### config.mk
export PLATFORM = sky130hd
export DESIGN_NAME = wb_quad_velocity
export DESIGN_NICKNAME = d
export VERILOG_FILES = /design/src/rtl/wb_quad_pkg.sv /design/src/rtl/wb_quad_window_tick.sv /design/src/rtl/wb_quad_velocity.sv
export SDC_FILE = /design/constraint.sdc
export NUM_CORES = 1
export LEC_CHECK = 0
export ABC_AREA = 1
export BUFFER_PORTS_ARGS = -buffer_cell sky130_fd_sc_hd__buf_2
export CAP_MARGIN = 25
export CORE_MARGIN = 2
export CORE_UTILIZATION = 35
export DETAILED_ROUTE_END_ITERATION = 10
export PLACE_DENSITY = 0.51
export RECOVER_POWER = 50
export REMOVE_ABC_BUFFERS = 1
export SKIP_CTS_REPAIR_TIMING = 1
export SYNTH_ARGS = -nofsm -noshare
export SYNTH_HDL_FRONTEND = slang
export SYNTH_HIERARCHICAL = 1
export SYNTH_SLANG_ARGS = --single-unit
### constraint.sdc
create_clock -name i_clk -period 3.05 [get_ports i_clk]
set_input_delay 0 -clock i_clk [delete_from_list [all_inputs] [get_ports i_clk]]
set_output_delay 0 -clock i_clk [all_outputs]
set_load 0.1 [all_outputs]
### src/rtl/wb_quad_pkg.sv
// Shared register map, status bit positions and Wishbone FSM states for the quadrature velocity block.
package wb_quad_pkg;

  localparam logic [1:0] REG_VEL    = 2'd0;
  localparam logic [1:0] REG_PERIOD = 2'd1;
  localparam logic [1:0] REG_SCNT   = 2'd2;
  localparam logic [1:0] REG_STAT   = 2'd3;

  localparam int STAT_NEW  = 0;
  localparam int STAT_DISC = 1;

  typedef enum logic {
    IDLE  = 1'b0,
    WBACK = 1'b1
  } wb_state_t;

endpackage

### src/rtl/wb_quad_window_tick.sv
// Sample-window timer: holds the period and pulses o_tick when the down-counter hits zero.
// A load restarts the window and suppresses the tick in that cycle.
module wb_quad_window_tick #(
  parameter int                  PERIOD_W       = 24,
  parameter logic [PERIOD_W-1:0] DEFAULT_PERIOD = 24'd100000
) (
  input  logic                i_clk,
  input  logic                i_reset,
  input  logic                i_load,
  input  logic [PERIOD_W-1:0] i_load_val,
  output logic [PERIOD_W-1:0] o_period,
  output logic                o_tick
);

  logic [PERIOD_W-1:0] r_period;
  logic [PERIOD_W-1:0] r_tick;
  logic [PERIOD_W-1:0] w_new_period;

  // A zero-length window is meaningless, so it is treated as one cycle.
  assign w_new_period = (i_load_val == '0) ? PERIOD_W'(1) : i_load_val;

  always_ff @(posedge i_clk) begin
    if (i_reset) begin
      r_period <= DEFAULT_PERIOD;
      r_tick   <= DEFAULT_PERIOD - PERIOD_W'(1);
    end else if (i_load) begin
      r_period <= w_new_period;
      r_tick   <= w_new_period - PERIOD_W'(1);
    end else if (r_tick == '0) begin
      r_tick   <= r_period - PERIOD_W'(1);
    end else begin
      r_tick   <= r_tick - PERIOD_W'(1);
    end
  end

  assign o_period = r_period;
  assign o_tick   = (r_tick == '0) && !i_load;

endmodule

### src/rtl/wb_quad_velocity.sv
// Encoder velocity: count delta per programmable window, read via Wishbone.
// Ack one cycle after accept; stall held during the ack cycle, so one transaction per two cycles.
module wb_quad_velocity
  import wb_quad_pkg::*;
#(
  parameter int                  PERIOD_W       = 24,
  parameter logic [PERIOD_W-1:0] DEFAULT_PERIOD = 24'd100000
) (
  input  logic        i_clk,
  input  logic        i_reset,
  input  logic        i_wb_cyc,
  input  logic        i_wb_stb,
  input  logic        i_wb_we,
  input  logic [29:0] i_wb_addr,
  input  logic [31:0] i_wb_data,
  input  logic [3:0]  i_wb_sel,
  output logic        o_wb_ack,
  output logic        o_wb_stall,
  output logic [31:0] o_wb_data,
  input  logic [31:0] i_count,
  input  logic        i_count_clr,
  output logic [31:0] o_velocity,
  output logic        o_sample_valid
);

  wb_state_t           r_state, w_next;
  logic                w_accept, w_stat_rd, w_wr_period, w_tick;
  logic [PERIOD_W-1:0] w_period, r_wr_data;
  logic [31:0]         w_rd_mux, r_rdata, r_prev, r_scnt, r_velocity;
  logic [1:0]          r_addr;
  logic                r_we, r_stat_new, r_stat_disc, r_sample_valid;
  logic                w_unused;

  assign w_unused    = ^{i_wb_sel, i_wb_addr[29:2], i_wb_data};
  assign w_accept    = (r_state == IDLE) && i_wb_cyc && i_wb_stb;
  assign w_stat_rd   = w_accept && !i_wb_we && (i_wb_addr[1:0] == REG_STAT);
  assign w_wr_period = (r_state == WBACK) && r_we && (r_addr == REG_PERIOD);

  wb_quad_window_tick #(
    .PERIOD_W      (PERIOD_W),
    .DEFAULT_PERIOD(DEFAULT_PERIOD)
  ) u_tick (
    .i_clk     (i_clk),
    .i_reset   (i_reset),
    .i_load    (w_wr_period),
    .i_load_val(r_wr_data),
    .o_period  (w_period),
    .o_tick    (w_tick)
  );

  always_comb begin
    w_rd_mux = '0;
    case (i_wb_addr[1:0])
      REG_VEL:    w_rd_mux = r_velocity;
      REG_PERIOD: w_rd_mux = 32'(w_period);
      REG_SCNT:   w_rd_mux = r_scnt;
      REG_STAT:   w_rd_mux = {30'b0, r_stat_disc, r_stat_new};
    endcase
  end

  always_ff @(posedge i_clk) begin
    if (i_reset) r_state <= IDLE;
    else         r_state <= w_next;
  end

  always_comb begin
    w_next = r_state;
    case (r_state)
      IDLE:  if (i_wb_cyc && i_wb_stb) w_next = WBACK;
      WBACK: w_next = IDLE;
    endcase
  end

  // Ack and data are gated by reset so a reset landing in the ack cycle hides the response.
  always_comb begin
    o_wb_stall = (r_state != IDLE);
    o_wb_ack   = (r_state == WBACK) && !i_reset;
    o_wb_data  = o_wb_ack ? r_rdata : '0;
  end

  always_ff @(posedge i_clk) begin
    if (i_reset) begin
      r_we      <= 1'b0;
      r_addr    <= '0;
      r_wr_data <= '0;
      r_rdata   <= '0;
    end else if (w_accept) begin
      r_we      <= i_wb_we;
      r_addr    <= i_wb_addr[1:0];
      r_wr_data <= i_wb_data[PERIOD_W-1:0];
      r_rdata   <= i_wb_we ? '0 : w_rd_mux;
    end
  end

  always_ff @(posedge i_clk) begin
    if (i_reset) begin
      r_velocity     <= '0;
      r_sample_valid <= 1'b0;
      r_prev         <= '0;
      r_scnt         <= '0;
      r_stat_new     <= 1'b0;
      r_stat_disc    <= 1'b0;
    end else begin
      r_sample_valid <= w_tick;
      if (w_tick) begin
        r_velocity <= i_count - r_prev;
        r_prev     <= i_count;
        r_scnt     <= r_scnt + 32'd1;
      end
      if (w_wr_period) r_prev <= i_count;
      // Encoder clear overrides any baseline captured in the same cycle.
      if (i_count_clr) r_prev <= '0;
      r_stat_new  <= w_tick | (r_stat_new & !w_stat_rd);
      r_stat_disc <= i_count_clr | (r_stat_disc & !w_stat_rd);
    end
  end

  assign o_velocity     = r_velocity;
  assign o_sample_valid = r_sample_valid;

endmodule

==> impl_metrics.py, run 1 <==
metrics = {
    "run_status": {
        "status": "completed",
    },
    "logic_synthesis": {
        "ys_seq_elements": 207,
        "syn-cell-area_sq_um": 12200,
        "ys_seq_area_frac": 0.340,
        "synth_top_family_by_area": "simple AND/OR/NAND/NOR gates",
        "synthSimpleGateAreaFrac": 0.345,
        "yosysWarnings": 6,
        "synth.distinct_cells": 45,
        "ys_async_sr_fraction": 0,
        "synth-xor-area-share": 0.0173,
        "synth.mux.area_fraction": 0.000822,
        "ys.flop_type": "dfxtp_1",
        "synth-compound-area-share": 0.133,
        "synth_adder_area_share": 0.0356,
        "synth_edf_count": 0,
        "syn-instance-count": 1949,
        "syn_avg_cell_area_sq_um": 6.25,
    },
    "final_layout": {
        "layoutNonFillerInstCount": 2605,
        "fin_nets": 2268,
        "final_area_sq_um": 14800,
        "area_growth_pct": 21.7,
        "utilization": 0.431,
        "n_antenna_cell": 0,
        "final_layout_size_suffix_gt1_frac": 0.106,
    },
    "sta": {
        "setup_viol": 0,
        "max_freq_ghz": 0.379,
        "skew_ps": 23.3,
        "layout_min_cycle_time_ps": 2640,
        "slew_violations": 0,
        "relSlewSlack": 0.182,
        "grt_setup_unrepaired": "no",
        "period_share": 0.865,
        "tightest_slew_ps": 1230,
        "hold_viol_final": 0,
    },
    "die": {
        "core_area_sq_um": 34400,
        "dieHeight_um": 190,
        "io_pins": 171,
        "initial_core_util": 0.354,
        "die_area_sq_um": 36300,
        "rows": 68,
        "die_w_um": 190,
    },
    "min_path": {
        "min-delay-start": "i_wb_cyc",
        "min_delay_path_depth": 4,
        "hold_path_class": "input port to flip-flop",
        "hold_path_end": "o_wb_stall",
    },
    "worst_setup_path": {
        "required_ps": 3500,
        "timing.rr.end": "r_scnt[14]",
        "crit_path_end_kind": "flip-flop",
        "slowest_stage": "clkbuf_1",
        "cp_cell_sequence": "nor2_1, nand2_1, nor2_4, nand3_1, nor2_2, clkbuf_1, nand2_1, nor2_2, nand3_1, nor2_1, a21oi_1, o21a_1",
        "reg2regPathDepth": 12,
        "r2r-start": "u_tick/r_tick[7]",
        "slowest_delay_ps": 390,
        "critPathKind": "flip-flop to flip-flop",
        "worstPathArrival_ps": 3090,
        "path_max_fanout": 9,
        "timing.reg2reg.setup_slack_ps": 410,
        "cp-start-kind": "flip-flop",
    },
    "placement": {
        "gp_congestion": 0.915,
        "placed_cell_area_sq_um": 13300,
        "port_buffers": 130,
        "dp_hpwl_um": 30300,
        "dp_cells": 2497,
    },
    "grt": {
        "grt_remaining_overflow": 0,
        "grt_pass1_vias": 11600,
        "gr-usage-all-layers": 0.218,
        "grt_pass1_wl_um": 62700,
        "antenna_found_initial": 0,
        "grt_max_degree": 49,
    },
    "drt": {
        "dr.pass1.iters": 5,
        "ant_nets": 0,
        "avgViaCountPerCell": 4.75,
        "route.detailed.wl_per_inst_um": 15.3,
        "wl_um": 39900,
        "dr_total_vias": 12400,
        "drc": 0,
        "drt_iter0_markers": 757,
    },
    "clocking": {
        "cts_tree": "yes",
        "htree_levels": 1,
        "cts.sinks": 207,
        "root_buffer": "clkbuf_16",
        "cts_made_buffers": 26,
        "clock_latency_ps": 560,
        "path_clk_slew_ps": 60,
        "cts_max_path_buffers": 3,
    },
    "power_and_ir_drop": {
        "ir_worst_vdd_uv": 623,
        "p_seq_frac": 0.409,
        "p_clk_frac": 0.500,
        "power_mw": 6.75,
        "internal_power_mw": 5.07,
        "p_leak_nw": 6.52,
        "power_density_nw_per_um2": 456,
        "p_switching_mw": 1.68,
        "power_frac_comb": 0.091,
        "swShare": 0.248,
    },
    "run": {
        "maxCapViolCount": 0,
    },
}
[metrics by stage]
stage          setup WS, ps  setup TNS, ps  hold WS (ps)
5_1_grt                 125              0           110
2_1_floorplan         -1630        -190960          69.1
6_report                412              0          64.1
4_1_cts                 455              0          -324
3_5_place_dp            496              0           262
3_3_place_gp            566              0           251
[cell type report]
type / count / area (sq um)
Clock inverter: 14 / 209
Inverter: 329 / 1230
Timing Repair Buffer: 222 / 1440
Multi-Input combinational cell: 1344 / 6480
Fill cell: 3789 / 19600
Clock buffer: 34 / 731
Sequential cell: 207 / 4140
Tap cell: 455 / 569
[cell usage in the layout, fill, tap and decap left out, types with 26 or more instances in the layout]
master	count
a21oi_1	148
buf_2	87
buf_4	28
clkbuf_1	47
clkbuf_16	26
dfxtp_1	207
dlygate4sd3_1	60
ha_1	33
inv_1	322
nand2_1	507
nand3_1	94
nand4_1	34
nor2_1	266
o21ai_0	99
[critical path, delay by kind of cell (launching register included)]
family,cells,cell delay [ps]
buf+inv,1,390
flops,1,310
simple gates,9,1610
compound gates,2,210
[worst max-delay path by stage]
stage | start | to | slack, ps | cells after the start
after floorplan | o_wb_stall | o_wb_data[0] | -1630 | 4
final | u_tick/r_tick[7] | r_scnt[14] | 410 | 12
after global placement | u_tick/r_tick[5] | r_scnt[30] | 570 | 13
after CTS | u_tick/r_tick[7] | r_scnt[30] | 460 | 13
after detailed placement | u_tick/r_tick[7] | r_scnt[30] | 500 | 13
after global routing | u_tick/r_tick[1] | r_scnt[14] | 120 | 12
[flip-flops by register name (all words and copies together) (netlist names), 2 cells and up]
register / count
o_velocity: 32
r_prev: 32
r_rdata: 32
r_scnt: 32
r_wr_data: 24
u_tick/o_period: 24
u_tick/r_tick: 24
r_addr: 2
[per-layer routing]
| metal | routed length (um) | track usage | vias up |
|---|---|---|---|
| li1 | - | - | 6478 |
| met1 | 18400 | 0.282 | 5608 |
| met2 | 18800 | 0.378 | 231 |
| met3 | 1510 | 0.0302 | 57 |
| met4 | 1210 | 0.0629 | 0 |
| met5 | 0 | 0 | - |
[logic make-up after synthesis]
logic type | after synthesis
simple gates | 988
buf+inv | 398
compound gates | 297
flops | 207
fa+ha+maj | 34
xor+xnor | 24
mux | 1
[Yosys cell counts, drive strengths merged, types with 26 or more instances]
cell type,number,area [sq um]
o21ai,102,510
a21oi,148,741
nand4,34,213
dfxtp,207,4140
inv,327,1230
nor3,26,166
ha,33,413
nand3,97,505
nand2,523,2000
clkbuf,36,139
buf,33,179
nor2,298,1250
[power groups by stage]
stage,logic [mW],clock network (mW),registers (mW)
final,0.614,3.37,2.76
after global routing,0.697,3.59,2.77
after CTS,0.563,3.47,2.76
after detailed placement,0.561,0,2.82
after global placement,0.556,0,2.82
after floorplan,0.339,0,2.82
No activity file was read; power rests on OpenSTA's default activity.
==> run 2: changes to the inputs <==
--- a/config.mk
+++ b/config.mk
@@ -9,9 +9,9 @@
 export BUFFER_PORTS_ARGS = -buffer_cell sky130_fd_sc_hd__buf_2
 export CAP_MARGIN = 25
 export CORE_MARGIN = 2
-export CORE_UTILIZATION = 35
+export CORE_UTILIZATION = 30
 export DETAILED_ROUTE_END_ITERATION = 10
-export PLACE_DENSITY = 0.51
+export PLACE_DENSITY = 0.45
 export RECOVER_POWER = 50
 export REMOVE_ABC_BUFFERS = 1
 export SKIP_CTS_REPAIR_TIMING = 1
==> run 2 against run 1 <==
Effect of this change: the run now ends with capacitance limit, slew limit left; utilization down 6.0 points; first-iteration DRC count fell by 4.0%; cell count is 2.5% higher; global-route usage fell by 2.2 points; largest cell class unchanged.
==> impl_metrics.py, run 2 (same netlist as run 1, synthesis figures left out) <==
metrics = {
    "clocking": {
        "cts_tree": "yes",
        "cts.sinks": 207,
        "path_clk_slew_ps": 60,
        "root_buffer": "clkbuf_16",
        "cts_made_buffers": 26,
        "clock_latency_ps": 550,
        "cts_max_path_buffers": 3,
        "htree_levels": 1,
    },
    "die": {
        "initial_core_util": 0.305,
        "die_w_um": 205,
        "die_area_sq_um": 42200,
        "rows": 73,
        "core_area_sq_um": 39900,
        "io_pins": 171,
        "dieHeight_um": 205,
    },
    "min_path": {
        "hold_path_class": "input port to flip-flop",
    },
    "drt": {
        "avgViaCountPerCell": 4.61,
        "dr_total_vias": 12300,
        "dr.pass1.iters": 5,
        "drc": 0,
        "route.detailed.wl_per_inst_um": 15.5,
        "wl_um": 41500,
        "ant_nets": 0,
        "drt_iter0_markers": 727,
    },
    "sta": {
        "max_freq_ghz": 0.359,
        "relSlewSlack": -0.105,
        "tightest_slew_ps": 1660,
        "finalWorstSetupSlack_ps": 265,
        "setup_viol": 0,
        "grt_setup_unrepaired": "no",
        "layout_min_cycle_time_ps": 2780,
        "period_share": 0.913,
        "slew_violations": 73,
        "tns_ps": 0,
        "hold_viol_final": 0,
        "skew_ps": 13.3,
    },
    "worst_setup_path": {
        "cp_cell_sequence": "nor2_1, nand2_1, nor2_4, nand3_1, nor2_4, buf_4, nor2_4, buf_12, o21ai_0, dlygate4sd3_1, a21oi_1",
        "critPathKind": "flip-flop to flip-flop",
        "crit_path_end_kind": "flip-flop",
        "path_max_fanout": 61,
        "timing.reg2reg.setup_slack_ps": 270,
        "cp_top_family": "simple AND/OR/NAND/NOR gates",
        "slowest_stage": "dlygate4sd3_1",
        "cp-start-kind": "flip-flop",
        "path_common_cell": "nor2_4",
        "worst-path-buf-inv": 3,
        "required_ps": 3480,
        "worstPathArrival_ps": 3210,
        "slowest_delay_ps": 580,
    },
    "final_layout": {
        "n_antenna_cell": 0,
        "final_layout_size_suffix_gt1_frac": 0.0998,
        "final_common_cell": "nand2_1",
        "final_cell_mix": "507 x nand2_1, 323 x inv_1, 264 x nor2_1, 207 x dfxtp_1, 148 x a21oi_1",
        "final_area_sq_um": 14800,
        "fin_nets": 2269,
        "layoutNonFillerInstCount": 2670,
        "area_growth_pct": 21.5,
        "fillers": 4469,
    },
    "power_and_ir_drop": {
        "power_mw": 6.33,
        "ir_worst_vdd_uv": 352,
        "p_leak_nw": 6.45,
        "power_density_nw_per_um2": 428,
    },
    "placement": {
        "pre_cts_slack_ps": 607,
        "gp_congestion": 0.860,
        "dp_cells": 2558,
        "placed_cell_area_sq_um": 13400,
        "port_buffers": 130,
        "dp_hpwl_um": 31600,
    },
    "grt": {
        "grt_max_degree": 73,
        "antenna_found_initial": 0,
        "gr-usage-all-layers": 0.197,
        "grt_pass1_wl_um": 64500,
        "grt_pass1_vias": 11500,
        "grt_remaining_overflow": 0,
    },
    "run_status": {
        "status": "finished, violations left",
        "violations": "capacitance limit, slew limit",
    },
    "run": {
        "maxCapViolCount": 1,
    },
}
run 2: cell types whose count changed in the layout (fill, tap and decap cells not counted), sizes merged:
| cell | delta |
|---|---|
| clkinv | -4 |
| dlygate4sd3 | +10 |
| bufinv | -4 |
| buf | -7 |
run 2: area by class of cell:
type / count / area (sq um) / share of cell area
inverters: 329 / 1230 / 0.0835
repair buffers: 223 / 1490 / 0.101
clock inverters: 6 / 61.3 / 0.00415
multi-input cells: 1344 / 6480 / 0.438
well taps: 525 / 657 / 0.0444
flip-flops and latches: 207 / 4140 / 0.280
clock buffers: 36 / 719 / 0.0487
run 2: final timing paths:
check,cells past startpoint,startpoint,to
max,11,u_tick/r_tick[23],r_prev[13]
min,5,i_wb_cyc,r_rdata[9]
max reg2reg,11,u_tick/r_tick[23],r_prev[13]
min reg2reg,2,r_prev[19],r_prev[19]
run 2: metrics by stage:
| stage | hold WS, ps | util |
|---|---|---|
| 6_report | 82.2 | 0.370 |
| 5_1_grt | 149 | 0.370 |
| 4_1_cts | -311 | 0.355 |
| 3_5_place_dp | 263 | 0.335 |
| 3_3_place_gp | 255 | 0.335 |
| 2_1_floorplan | 69.1 | - |
run 2: power breakdown:
part	leakage (nW)	switching [mW]	internal, mW
clock network	0.379	1.23	1.71
registers	1.67	0.0228	2.74
logic	4.40	0.385	0.235
total	6.45	1.64	4.69
run 2: routing by layer:
layer  vias up  track usage  share of wire
li1       6469            -              -
met1      5596        0.264           0.48
met2       205        0.341           0.47
met3        45       0.0215          0.034
met4         0       0.0383          0.018
met5         -            0              0
run 2: worst register-to-register path: stages, from the launching register on:
cell and delay, ps:
dfxtp_1 320, nor2_1 100, nand2_1 110, nor2_4 300
nand3_1 260, nor2_4 270, buf_4 240, nor2_4 70
buf_12 170, o21ai_0 230, dlygate4sd3_1 580, a21oi_1 40
